<file path="config.mk">
export PLATFORM = sky130hd
export DESIGN_NAME = aes_round_ctrl_flat
export DESIGN_NICKNAME = d
export VERILOG_FILES = /design/src/rtl/aes_pkg.sv /design/src/rtl/aes_round_ctrl_if.sv /design/src/rtl/aes_rcon_lut.sv /design/src/rtl/aes_round_ctrl.sv /design/src/flat_wrapper.sv
export SDC_FILE = /design/constraint.sdc
export NUM_CORES = 1
export LEC_CHECK = 0
export BUFFER_PORTS_ARGS = -buffer_cell sky130_fd_sc_hd__buf_2
export CORE_UTILIZATION = 45
export DETAILED_ROUTE_END_ITERATION = 6
export PLACE_DENSITY = 0.74
export SLEW_MARGIN = 5
export SYNTH_ARGS = -nofsm -noshare
export SYNTH_HDL_FRONTEND = slang
export SYNTH_SLANG_ARGS = --single-unit
</file>
<file path="constraint.sdc">
create_clock -name clk -period 1.6 [get_ports clk]
set_input_delay 0.08 -clock clk [delete_from_list [all_inputs] [get_ports clk]]
set_output_delay 0.08 -clock clk [all_outputs]
set_load 0.01 [all_outputs]
</file>
<file path="src/rtl/aes_pkg.sv">
// Shared definitions for the AES-128 round controller: state-mux select
// encodings, FSM state type, round count and the key-schedule RCON table.
package aes_pkg;

    localparam int NUM_ROUNDS = 10;

    // Select for the 128-bit 8:1 state mux in front of the state/key registers.
    typedef enum logic [2:0] {
        SEL_INIT_ENC  = 3'd0,
        SEL_ROUND_ENC = 3'd1,
        SEL_FINAL_ENC = 3'd2,
        SEL_HOLD      = 3'd3,
        SEL_INIT_DEC  = 3'd4,
        SEL_ROUND_DEC = 3'd5,
        SEL_FINAL_DEC = 3'd6,
        SEL_ZERO      = 3'd7
    } mux_sel_e;

    typedef enum logic [2:0] {
        ST_IDLE  = 3'd0,
        ST_INIT  = 3'd1,
        ST_ROUND = 3'd2,
        ST_FINAL = 3'd3,
        ST_DONE  = 3'd4,
        ST_CLEAR = 3'd5
    } state_e;

    // RCON indexed by key-schedule step; steps 0 and 11..15 have no constant.
    localparam logic [7:0] RCON_TABLE [16] = '{
        8'h00, 8'h01, 8'h02, 8'h04, 8'h08, 8'h10, 8'h20, 8'h40,
        8'h80, 8'h1B, 8'h36, 8'h00, 8'h00, 8'h00, 8'h00, 8'h00
    };

endpackage

</file>
<file path="src/rtl/aes_round_ctrl_if.sv">
// Handshake bundle between the block source/sink and the round controller.
// The mode signal exists only when AES_DECRYPT_EN is defined.
interface aes_round_ctrl_if;

    logic in_valid;
    logic in_ready;
    logic abort;
    logic out_valid;
    logic out_ready;
`ifdef AES_DECRYPT_EN
    logic mode;      // 0 = encrypt, 1 = decrypt
`endif

    // Side that presents blocks, cancels and consumes results.
    modport master (
`ifdef AES_DECRYPT_EN
        output mode,
`endif
        output in_valid, abort, out_ready,
        input  in_ready, out_valid
    );

    // Controller side.
    modport slave (
`ifdef AES_DECRYPT_EN
        input  mode,
`endif
        input  in_valid, abort, out_ready,
        output in_ready, out_valid
    );

endinterface

</file>
<file path="src/rtl/aes_rcon_lut.sv">
// Maps a 4-bit key-schedule step index to its 8-bit AES round constant.
module aes_rcon_lut
    import aes_pkg::*;
(
    input  logic [3:0] idx_i,
    output logic [7:0] rcon_o
);

    assign rcon_o = RCON_TABLE[idx_i];

endmodule

</file>
<file path="src/rtl/aes_round_ctrl.sv">
// AES-128 round sequencer: steps the state/key datapath through
// INIT, nine ROUND cycles and FINAL, then holds the result in DONE until
// consumed. abort cancels through a one-cycle CLEAR that zeroes the datapath.
// Decrypt sequencing (descending rounds, selects 4..6) and the mode input
// are built only when AES_DECRYPT_EN is defined; the default is encrypt-only.
module aes_round_ctrl
    import aes_pkg::*;
(
    input  logic                   clk,
    input  logic                   rst_n,
    aes_round_ctrl_if.slave        ctrl,
    output logic [2:0]             mux_sel_o,
    output logic                   load_en_o,
    output logic [3:0]             round_o,
    output logic [7:0]             rcon_o,
    output logic                   busy_o
);

    state_e     state_q, state_d;
    logic [3:0] round_q, round_d;
    logic       dec_mode;
    logic       start_dec;
    logic       accept;
    logic       last_round;

    mux_sel_e   mux_sel;
    logic       rcon_en;
    logic       in_ready;
    logic       out_valid;
    logic [3:0] rcon_idx;
    logic [7:0] rcon_lut;

    // abort has priority over a new block presented in IDLE.
    assign accept = (state_q == ST_IDLE) && ctrl.in_valid && !ctrl.abort;

`ifdef AES_DECRYPT_EN
    logic dec_q;

    assign start_dec = ctrl.mode;

    // Direction is sampled once at acceptance and held for the whole block.
    always_ff @(posedge clk or negedge rst_n) begin
        if (!rst_n) begin
            dec_q <= 1'b0;
        end else if (accept) begin
            dec_q <= ctrl.mode;
        end
    end

    assign dec_mode = dec_q;
`else
    assign start_dec = 1'b0;
    assign dec_mode  = 1'b0;
`endif

    // Last ROUND cycle: round 9 when encrypting, round 1 when decrypting.
    assign last_round = dec_mode ? (round_q == 4'd1)
                                 : (round_q == 4'(NUM_ROUNDS - 1));

    // State and round-index registers.
    always_ff @(posedge clk or negedge rst_n) begin
        if (!rst_n) begin
            state_q <= ST_IDLE;
            round_q <= 4'd0;
        end else begin
            // NOTE: every clocked assignment is non-blocking so all registers
            // update from the same pre-edge values regardless of statement order.
            state_q <= state_d;
            round_q <= round_d;
        end
    end

    // Next state and next round index.
    always_comb begin
        // NOTE: defaults first so every path assigns every target and no
        // latch is inferred when a case arm leaves a signal unmentioned.
        state_d = state_q;
        round_d = round_q;
        unique case (state_q)
            ST_IDLE: begin
                round_d = 4'd0;
                if (accept) begin
                    state_d = ST_INIT;
                    round_d = start_dec ? 4'(NUM_ROUNDS) : 4'd0;
                end
            end
            ST_INIT: begin
                round_d = dec_mode ? round_q - 4'd1 : round_q + 4'd1;
                state_d = ctrl.abort ? ST_CLEAR : ST_ROUND;
            end
            ST_ROUND: begin
                round_d = dec_mode ? round_q - 4'd1 : round_q + 4'd1;
                if (ctrl.abort) begin
                    state_d = ST_CLEAR;
                end else if (last_round) begin
                    state_d = ST_FINAL;
                end
            end
            ST_FINAL: begin
                state_d = ctrl.abort ? ST_CLEAR : ST_DONE;
            end
            ST_DONE: begin
                if (ctrl.abort) begin
                    state_d = ST_CLEAR;
                end else if (ctrl.out_ready) begin
                    state_d = ST_IDLE;
                end
            end
            ST_CLEAR: begin
                state_d = ST_IDLE;
            end
            default: begin
                state_d = ST_IDLE;
            end
        endcase
    end

    // Datapath controls decoded from registered state only.
    always_comb begin
        mux_sel   = SEL_HOLD;
        load_en_o = 1'b0;
        round_o   = 4'd0;
        rcon_en   = 1'b0;
        busy_o    = 1'b0;
        in_ready  = 1'b0;
        out_valid = 1'b0;
        unique case (state_q)
            ST_IDLE: begin
                in_ready = 1'b1;
            end
            ST_INIT: begin
                mux_sel   = dec_mode ? SEL_INIT_DEC : SEL_INIT_ENC;
                load_en_o = 1'b1;
                round_o   = round_q;
                rcon_en   = 1'b1;
                busy_o    = 1'b1;
            end
            ST_ROUND: begin
                mux_sel   = dec_mode ? SEL_ROUND_DEC : SEL_ROUND_ENC;
                load_en_o = 1'b1;
                round_o   = round_q;
                rcon_en   = 1'b1;
                busy_o    = 1'b1;
            end
            ST_FINAL: begin
                mux_sel   = dec_mode ? SEL_FINAL_DEC : SEL_FINAL_ENC;
                load_en_o = 1'b1;
                round_o   = round_q;
                rcon_en   = 1'b1;
                busy_o    = 1'b1;
            end
            ST_DONE: begin
                out_valid = 1'b1;
            end
            ST_CLEAR: begin
                mux_sel   = SEL_ZERO;
                load_en_o = 1'b1;
                busy_o    = 1'b1;
            end
            default: begin
                mux_sel = SEL_HOLD;
            end
        endcase
    end

    // Decryption walks the key schedule backwards, so it needs the next step's constant.
    assign rcon_idx = dec_mode ? round_q + 4'd1 : round_q;

    aes_rcon_lut u_rcon_lut (
        .idx_i  (rcon_idx),
        .rcon_o (rcon_lut)
    );

    assign rcon_o         = rcon_en ? rcon_lut : 8'h00;
    assign mux_sel_o      = mux_sel;
    assign ctrl.in_ready  = in_ready;
    assign ctrl.out_valid = out_valid;

endmodule

</file>
<file path="src/flat_wrapper.sv">
// flat-port wrapper written by rule: the top's interface ports become plain ports
module aes_round_ctrl_flat import aes_pkg::*;
  (clk, rst_n, mux_sel_o, load_en_o, round_o, rcon_o, busy_o, ctrl_in_valid, ctrl_abort, ctrl_out_ready, ctrl_in_ready, ctrl_out_valid);
  aes_round_ctrl_if ctrl_i ();
  input  logic clk;
  input  logic rst_n;
  output logic [2:0] mux_sel_o;
  output logic load_en_o;
  output logic [3:0] round_o;
  output logic [7:0] rcon_o;
  output logic busy_o;
  input wire logic [$bits(ctrl_i.in_valid)-1:0] ctrl_in_valid;
  input wire logic [$bits(ctrl_i.abort)-1:0] ctrl_abort;
  input wire logic [$bits(ctrl_i.out_ready)-1:0] ctrl_out_ready;
  output wire logic [$bits(ctrl_i.in_ready)-1:0] ctrl_in_ready;
  output wire logic [$bits(ctrl_i.out_valid)-1:0] ctrl_out_valid;
  assign ctrl_i.in_valid = ctrl_in_valid;
  assign ctrl_i.abort = ctrl_abort;
  assign ctrl_i.out_ready = ctrl_out_ready;
  assign ctrl_in_ready = ctrl_i.in_ready;
  assign ctrl_out_valid = ctrl_i.out_valid;
  aes_round_ctrl u_core (.clk(clk), .rst_n(rst_n), .ctrl(ctrl_i), .mux_sel_o(mux_sel_o), .load_en_o(load_en_o), .round_o(round_o), .rcon_o(rcon_o), .busy_o(busy_o));
endmodule
</file>
# [Word level (Yosys, flattened, before mapping)]
# Memories as Yosys holds them, arrays and structs flattened.
# Index checks and enable logic that the tools add are counted.
# W data, S select, Z words.
[word_totals] memories=1 inputBits=5 regBits=7 wordCells=42 romBits=128
[op_classes] bitwise=1 n_reduce_logical=9 addsub=1 n_eq_ne=9 muxes=18 order_cmp=1
[mem_list] memory="(name not given)" depth=16 width=8 read_ports=1 rd_clocked_by_memory_dff=0 wr=0 line="aes_rcon_lut.sv:9" source="assign rcon_o = RCON_TABLE[idx_i];"
[ops] cell="$mux W8" count=3
[ops] cell="$mux W3" count=6
[ops] cell="$pmux W3 S5" count=1
[ops] cell="$pmux W3 S4" count=1
[ops] cell="$pmux W4 S2" count=1
[ops] cell="$eq A3 B2 Y1 const B" count=2
[ops] cell="$eq A3 B3 Y1 const B" count=2
[ops] cell="$ge A5 B5 Y1 const B" count=1
[ops] cell="$mux W1" count=5
[ops] cell="$not A4 Y5" count=1
[ops] cell="$add A4 B1 Y4 const B" count=1
[ops] cell="$eq A4 B4 Y1 const B" count=1
[ops] cell="$mux W4" count=1
[ops] cell="$reduce_or A4 Y1" count=1
[ops] cell="$eq A3 B1 Y1 const B" count=1
[ops] cell="$logic_not A3 Y1" count=1
[ops] cell="$ne A3 B2 Y1 const B" count=1
[ops] cell="$ne A3 B3 Y1 const B" count=1
[ops] cell="$reduce_and A3 Y1" count=1
[ops] cell="$reduce_or A3 Y1" count=1
[ops] cell="$logic_and A1 B1 Y1" count=2
[ops] cell="$ne A2 B1 Y1 const B" count=1
[ops] cell="$reduce_bool A2 Y1" count=1
[ops] cell="$reduce_or A2 Y1" count=1
[ops] cell="$logic_not A1 Y1" count=1

# [Logic depth before layout (Yosys ltp)]
# Gate-level depths: netlist of run 1.
[depth] depth_word=5 depth_mapped=5 depth_no_buf=5

# [Hierarchy]
# From an unflattened synthesis of run 1, not the netlist that was laid out.
[unflattened] cells_unflattened=89 hier_area_um2=748.2
[by_module_without_submodules] module="aes_round_ctrl" cells_per_inst=71 instances=1 seq_area_each_um2=175.2 area_per_inst_um2=598.1
[by_module_without_submodules] module="aes_rcon_lut" cells_per_inst=18 instances=1 seq_area_each_um2=0.0 area_per_inst_um2=150.1

# [Least setup slack after synthesis of run 1]
# No wires, ideal clock.
[synth_timing] path_type="reg-to-output" from="reg u_core.round_q[0], in the netlist u_core.rcon_idx[0]" to="out rcon_o[2]" required_ns=1.520 t_arrival_ns=1.109 path_stages_with_launch=6 path_slack_ns=0.411 path_cell_list="dfrtp_1 -> ha_1 -> ha_1 -> nor2b_1 -> a21oi_1 -> nor2_1"
[synth_via] elab_chain_cells=5
[synth_rtl] element="start: declaration" line="aes_round_ctrl.sv:20" source="logic [3:0] round_q, round_d;"
[synth_rtl] element="start signal: assignment" line="aes_round_ctrl.sv:69" source="round_q <= round_d;"
[synth_rtl] element="$not A4 Y5 (implied by the code)" line="aes_rcon_lut.sv:9"
[synth_rtl] element="$mem_v2 Z16 W8"
[synth_rtl] element="$mux W8 (implied by the code) (2 in a row)" line="aes_rcon_lut.sv:9"
[synth_rtl] element="$mux W8" line="aes_round_ctrl.sv:174" source="assign rcon_o = rcon_en ? rcon_lut : 8'h00;"
[synth_rtl] element="end: declaration" line="flat_wrapper.sv:10" source="output logic [7:0] rcon_o;"
# Every way passes these cells. The select of a mux whose other input is x is not followed.

# [Final worst setup path of run 1]
# Same ends and word-level chain as after synthesis.

==> results of run 1 <==
-- state kept, by name, indices dropped and copies added (netlist names) --
register,cells
u_core.rcon_idx,4
u_core.state_q,3
-- power groups by stage --
stage | Combinational [mW] | Sequential [mW] | Clock, mW
after floorplan | 0.575 | 0.283 | 0
after global placement | 0.699 | 0.322 | 0
after detailed placement | 0.719 | 0.327 | 0
after CTS | 0.759 | 0.323 | 0.168
after global routing | 0.875 | 0.337 | 0.173
final | 0.796 | 0.328 | 0.157
-- path summary, 6_finish.rpt --
check | slack [ns] | startpoint | cells past startpoint | endpoint
setup / recovery | 0.04 | u_core.rcon_idx[0] | 6 | rcon_o[2]
hold / removal | 0.09 | ctrl_abort | 2 | u_core.state_q[1]
setup reg to reg | 0.25 | u_core.rcon_idx[1] | 5 | u_core.state_q[0]
hold reg to reg | 0.57 | u_core.rcon_idx[1] | 2 | u_core.rcon_idx[1]
max in group asynchronous | 1.24 | rst_n | 2 | u_core.rcon_idx[2]
min in group asynchronous | 0.19 | rst_n | 2 | u_core.state_q[0]
-- stage by stage --
step           total power, mW  setup slack, ns
2_1_floorplan            0.858            0.411
3_3_place_gp              1.02            0.258
3_5_place_dp              1.05            0.199
4_1_cts                   1.25           0.0260
5_1_grt                   1.39          -0.0259
6_report                  1.28           0.0420
-- cells by family after synthesis --
| group | Yosys count | synth area share [%] |
|---|---|---|
| simple gates | 35 | 30.2 |
| compound gates | 20 | 18.9 |
| buf+inv | 13 | 9.75 |
| flops | 7 | 26.8 |
| fa+ha+maj | 6 | 11.5 |
| xor+xnor | 1 | 1.34 |
| mux | 1 | 1.53 |
-- final cells by class --
cell class                 instances  area, µm²
fill                             120        494
multi-input combinational         63        433
sequential                         7        180
timing repair buffer              28        155
clock buffer                       4       26.3
inverter                           7       26.3
tap                               15       18.8
-- layout by cell type, fill, tap and decap left out, types with 2 or more instances in the layout --
| cell | count |
|---|---|
| inv_1 | 7 |
| dfrtp_2 | 4 |
| nor3_1 | 2 |
| o21ai_1 | 2 |
| nor2_1 | 9 |
| o21ai_0 | 5 |
| nor3b_2 | 2 |
| ha_1 | 4 |
| buf_4 | 4 |
| and3_1 | 3 |
| buf_2 | 23 |
| a21oi_1 | 5 |
| nand2_1 | 6 |
| nor2b_1 | 6 |
| dfrtp_1 | 3 |
| clkbuf_4 | 3 |
-- critical path, stage by stage, from the launching register on --
cell	delay (ns)
dfrtp_2	0.43
ha_2	0.20
ha_1	0.17
nor2b_1	0.13
a21oi_1	0.11
nor2_1	0.04
buf_2	0.13
-- per-layer routing --
metal	global-route usage, %	part of all wire [%]	vias up
met2	26.6	48	19
met1	25.8	48	298
met3	5.00	3.7	2
met4	5.17	0.40	0
li1	-	-	333
met5	0	0	-
-- timing repair --
action	CTS	global route
endpoints found under the setup margin	4	4
hold endpoints to repair	7	0
buffers inserted	1	1
pin swaps	0	0
gates resized for setup	3	4
hold buffers	1	0
==> out/qor.txt, run 1 <==
number of diodes -> 0
power density over cell area -> 1530 nW/µm²
drt drc -> 0
Worst Setup Path Type -> reg -> out
share of the synthesized area in the top cell type -> 26.8%
status -> finished, final reports clean
post-layout util -> 62.9%
Worst Tran Pin Value -> 0.264 ns
total global routing overflow -> 0
first-pass GRT wire length -> 1.90 mm
Slew Viols, Final -> 0
EDFF count, synth -> 0
worst vdd rail ir drop -> 997 µV
DP Cell Count -> 117
post-DR wirelength/cell -> 12.0 µm
post-DP HPWL -> 1.10 mm
NetSw -> 0.605 mW
Die X -> 40.1 µm
Finished Cell Area -> 840 µm²
combinational fraction of design power -> 62.2%
Synth Warn # -> 0
nature of the critical path startpoint -> flop
later-pin clock latency in the skew report -> 0.25 ns
switching share of power -> 47.3%
Finished Layout Cells -> 124
clk sink count -> 7
largest net degree at the start of global routing -> 15
vias in the first global route -> 421
Hold Violations, Final -> 0
count of cell types in the netlist -> 31
CTS root buffer -> clkbuf_4
GRT Total Usage -> 18.2%
DR iter-0 viols -> 14
Cells after Synth -> 83
Peak Freq -> 642 MHz
share of power burned in registers -> 25.6%
via/cell ratio -> 5.26
relative slew slack -> 82.3%
WP data required -> 1.52 ns
Final min period -> 1.56 ns
core area -> 1330 µm²
nets -> 121
most common cell in the synthesized netlist -> nor2_1
Synth Cell Area -> 654 µm²
Hold/Removal Path Class -> in -> reg
row cnt -> 13
CTS tree -> built
Mapped Nets -> 94
syn_area_per_cell -> 7.88 µm²
top_reg_cell synth -> dfrtp_1
Post-synth top cells -> 9 x nor2_1, 7 x dfrtp_1, 7 x inv_1
Routed Wire Length -> 1.49 mm
clock share of power -> 12.2%
Area after DPL -> 766 µm²
Internal Power -> 0.675 mW
Clock Pin Slew Worst Setup and Hold Paths -> 0.05 ns
top post-synthesis cells by area -> dfrtp_1 27%, ha_1 11%, nor2b_1 5.7%
share of cells above drive strength 1 -> 37.6%
Max Root-Sink Buffers -> 2
Tcrit/Tclk final -> 97.4%
FFs w/ async S/R, synth -> 100%
FF+latch count, synth -> 7
CP Max Fanout -> 6
RSZ-0062 raised after global routing -> yes
drt pass-1 iters -> 4
H-tree depth -> 1
area leader, netlist -> dfrtp_1
Leak -> 0.433 nW
post-route ant nets -> 0
vias post-DR -> 652
Top Ports -> 24
area grow syn2layout -> 28.3%
skew final -> 0.00620 ns
crit end category -> primary output
Seq/Total Area, Yosys -> 26.8%
Starting Density -> 49.1%
final setup fails -> 0
total negative slack -> 0 ns
die area -> 1610 µm²
GP Congestion -> 0.745
antenna violations before repair -> 0
critical path arrival -> 1.48 ns
Hold WS -> 0.0873 ns
Buffers on Ports -> 23
cts bufs inserted -> 3
maxcap violations -> 0
Die Y -> 40.1 µm
Note: power is estimated with default switching activity, not from simulation.
==> run 2, diff against run 1 <==
--- a/config.mk
+++ b/config.mk
@@ -6,9 +6,10 @@
 export NUM_CORES = 1
 export LEC_CHECK = 0
 export BUFFER_PORTS_ARGS = -buffer_cell sky130_fd_sc_hd__buf_2
-export CORE_UTILIZATION = 45
+export CORE_UTILIZATION = 47
 export DETAILED_ROUTE_END_ITERATION = 6
-export PLACE_DENSITY = 0.74
+export PLACE_DENSITY = 0.77
+export RECOVER_POWER = 50
 export SLEW_MARGIN = 5
 export SYNTH_ARGS = -nofsm -noshare
 export SYNTH_HDL_FRONTEND = slang
==> out/qor.txt, run 2 (synthesis gave the netlist of run 1 again) <==
Clock Pin Slew Worst Setup and Hold Paths -> 0.05 ns (about the same)
RSZ-0062 raised after global routing -> yes (unchanged)
Max Root-Sink Buffers -> 2 (unchanged)
CTS tree -> built (unchanged)
post-route ant nets -> 0 (unchanged)
relative slew slack -> 73.1% (was 82.3%)
Finished Cell Area -> 870 µm² (was 840 µm²)
total global routing overflow -> 0 (unchanged)
cts bufs inserted -> 3 (unchanged)
core area -> 1300 µm² (was 1330 µm²)
CTS root buffer -> clkbuf_4 (unchanged)
number of flip-flops in the largest register -> 4 (unchanged)
Leak -> 0.435 nW (was 0.433 nW)
Peak Freq -> 641 MHz (was 642 MHz)
first-pass GRT wire length -> 2.13 mm (was 1.90 mm)
vias post-DR -> 649 (was 652)
CP Max Fanout -> 9 (was 6)
Hold Violations, Final -> 0 (unchanged)
nature of the critical path startpoint -> flop (unchanged)
max incr delay on CP -> 0.46 ns (was 0.43 ns)
row cnt -> 13 (unchanged)
GP Congestion -> 0.778 (was 0.745)
Worst Hold End -> u_core.state_q[1] (unchanged)
most common cell after layout, fill and taps aside -> buf_2 (unchanged)
Tcrit/Tclk final -> 97.5% (was 97.4%)
Slew Viols, Final -> 0 (unchanged)
Reg2Reg Depth -> 4 (was 5)
DR iter-0 viols -> 17 (was 14)
DP Cell Count -> 118 (was 117)
largest net degree at the start of global routing -> 10 (was 15)
GRT Total Usage -> 21.1% (was 18.2%)
status -> finished, final reports clean (unchanged)
critical path arrival -> 1.48 ns (about the same)
post-DP HPWL -> 1.06 mm (was 1.10 mm)
drt drc -> 0 (unchanged)
number of diodes -> 0 (unchanged)
Top Ports -> 24 (unchanged)
H-tree depth -> 1 (unchanged)
clk sink count -> 7 (unchanged)
skew final -> 0.00270 ns (was 0.00620 ns)
Crit-path slowest cell -> dfrtp_1 (was dfrtp_2)
area grow syn2layout -> 32.9% (was 28.3%)
later-pin clock latency in the skew report -> 0.25 ns (about the same)
drt pass-1 iters -> 4 (unchanged)
Hold Path Origin -> ctrl_abort (unchanged)
Starting Density -> 50.3% (was 49.1%)
hold path depth -> 2 (unchanged)
power density over cell area -> 1490 nW/µm² (was 1530 nW/µm²)
post-DR wirelength/cell -> 12.4 µm (was 12.0 µm)
FF-to-FF setup slack -> 0.18 ns (was 0.25 ns)
crit end category -> primary output (unchanged)
nets -> 123 (was 121)
Hold WS -> 0.0792 ns (was 0.0873 ns)
Buffers on Ports -> 23 (unchanged)
worst vdd rail ir drop -> 828 µV (was 997 µV)
vias in the first global route -> 466 (was 421)
Worst Tran Pin Value -> 0.403 ns (was 0.264 ns)
Routed Wire Length -> 1.56 mm (was 1.49 mm)
Area after DPL -> 773 µm² (was 766 µm²)
reg2reg end -> u_core.state_q[0] (unchanged)
Hold/Removal Path Class -> in -> reg (unchanged)
die area -> 1550 µm² (was 1610 µm²)
Die Y -> 39.3 µm (was 40.1 µm)
Worst Setup Path Type -> reg -> out (unchanged)
via/cell ratio -> 5.15 (was 5.26)
maxcap violations -> 0 (unchanged)
Final min period -> 1.56 ns (about the same)
most frequent cells in the layout -> 22 x buf_2, 9 x nor2_1, 7 x inv_1, 7 x o21ai_0, 6 x nand2_1 (was 23 x buf_2, 9 x nor2_1, 7 x inv_1)
antenna violations before repair -> 0 (unchanged)
worst r2r src -> u_core.state_q[1] (was u_core.rcon_idx[1])
critical-path cell list -> buf_4, nor3b_1, buf_2 (was ha_2, ha_1, nor2b_1, a21oi_1, nor2_1, buf_2)
WP data required -> 1.52 ns (about the same)
final setup fails -> 0 (unchanged)
share of cells above drive strength 1 -> 38.7% (was 37.6%)
Die X -> 39.3 µm (was 40.1 µm)
FILL cells -> 111 (was 120)
Finished Layout Cells -> 126 (was 124)
run 2: cell count changes in the layout (fill, tap and decap cells not counted), sizes merged:
cell / delta
clkbuf: +2
run 2: repair_timing:
item / in CTS / in global routing
setup endpoints to repair: 3 / 6
buffers inserted: 1 / 2
endpoints found under the hold margin: 7 / 0
gates cloned: 0 / 0
pin swaps: 0 / 3
gates resized for setup: 3 / 9
hold buffers: 1 / 0
run 2: through the flow:
stage	TNS, ns	setup WS (ns)	total power [mW]	util, %
finish	0	0.0407	1.29	66.8
global route	-0.114	-0.0513	1.41	66.8
CTS	0	0.0217	1.24	63.2
detailed placement	0	0.231	1.05	59.4
global placement	0	0.257	1.04	59.4
floorplan	0	0.411	0.858	-
run 2: layout make-up:
cell class                      instances  area (µm²)  share of cell area [%]
Multi-Input combinational cell         63         454                    52.2
Sequential cell                         7         179                    20.6
Timing Repair Buffer                   30         165                    19.0
Clock buffer                            4        26.3                    3.02
Inverter                                7        26.3                    3.02
Tap cell                               15        18.8                    2.16
run 2: report_power, final:
group          switching (mW)  internal, mW  leakage, nW
combinational           0.480         0.354        0.331
clock                  0.0605        0.0949       0.0150
sequential             0.0734         0.232       0.0886
total                   0.614         0.680        0.435
run 2: worst max-delay path by stage:
| stage | from | to | depth (start not counted) |
|---|---|---|---|
| after floorplan | u_core.rcon_idx[0] | rcon_o[2] | 5 |
| after global placement | u_core.rcon_idx[0] | rcon_o[4] | 5 |
| after detailed placement | u_core.rcon_idx[0] | rcon_o[2] | 6 |
| after CTS | u_core.rcon_idx[2] | rcon_o[2] | 6 |
| after global routing | u_core.rcon_idx[1] | rcon_o[6] | 5 |
| final | u_core.state_q[1] | ctrl_out_valid | 3 |
run 2: metal layers:
metal  routed length (µm)  share of wire [%]  GRT usage (%)
met5                    0                  0              0
met4                   12               0.77           15.5
met3                   44                2.8           3.41
met2                  735                 47           29.2
met1                  764                 49           29.2
run 2: worst max-delay path: cells and delay by family, from the launching register on:
family / cells / cell delay (ns)
flops: 1 / 0.46
buf+inv: 2 / 0.42
simple gates: 1 / 0.36
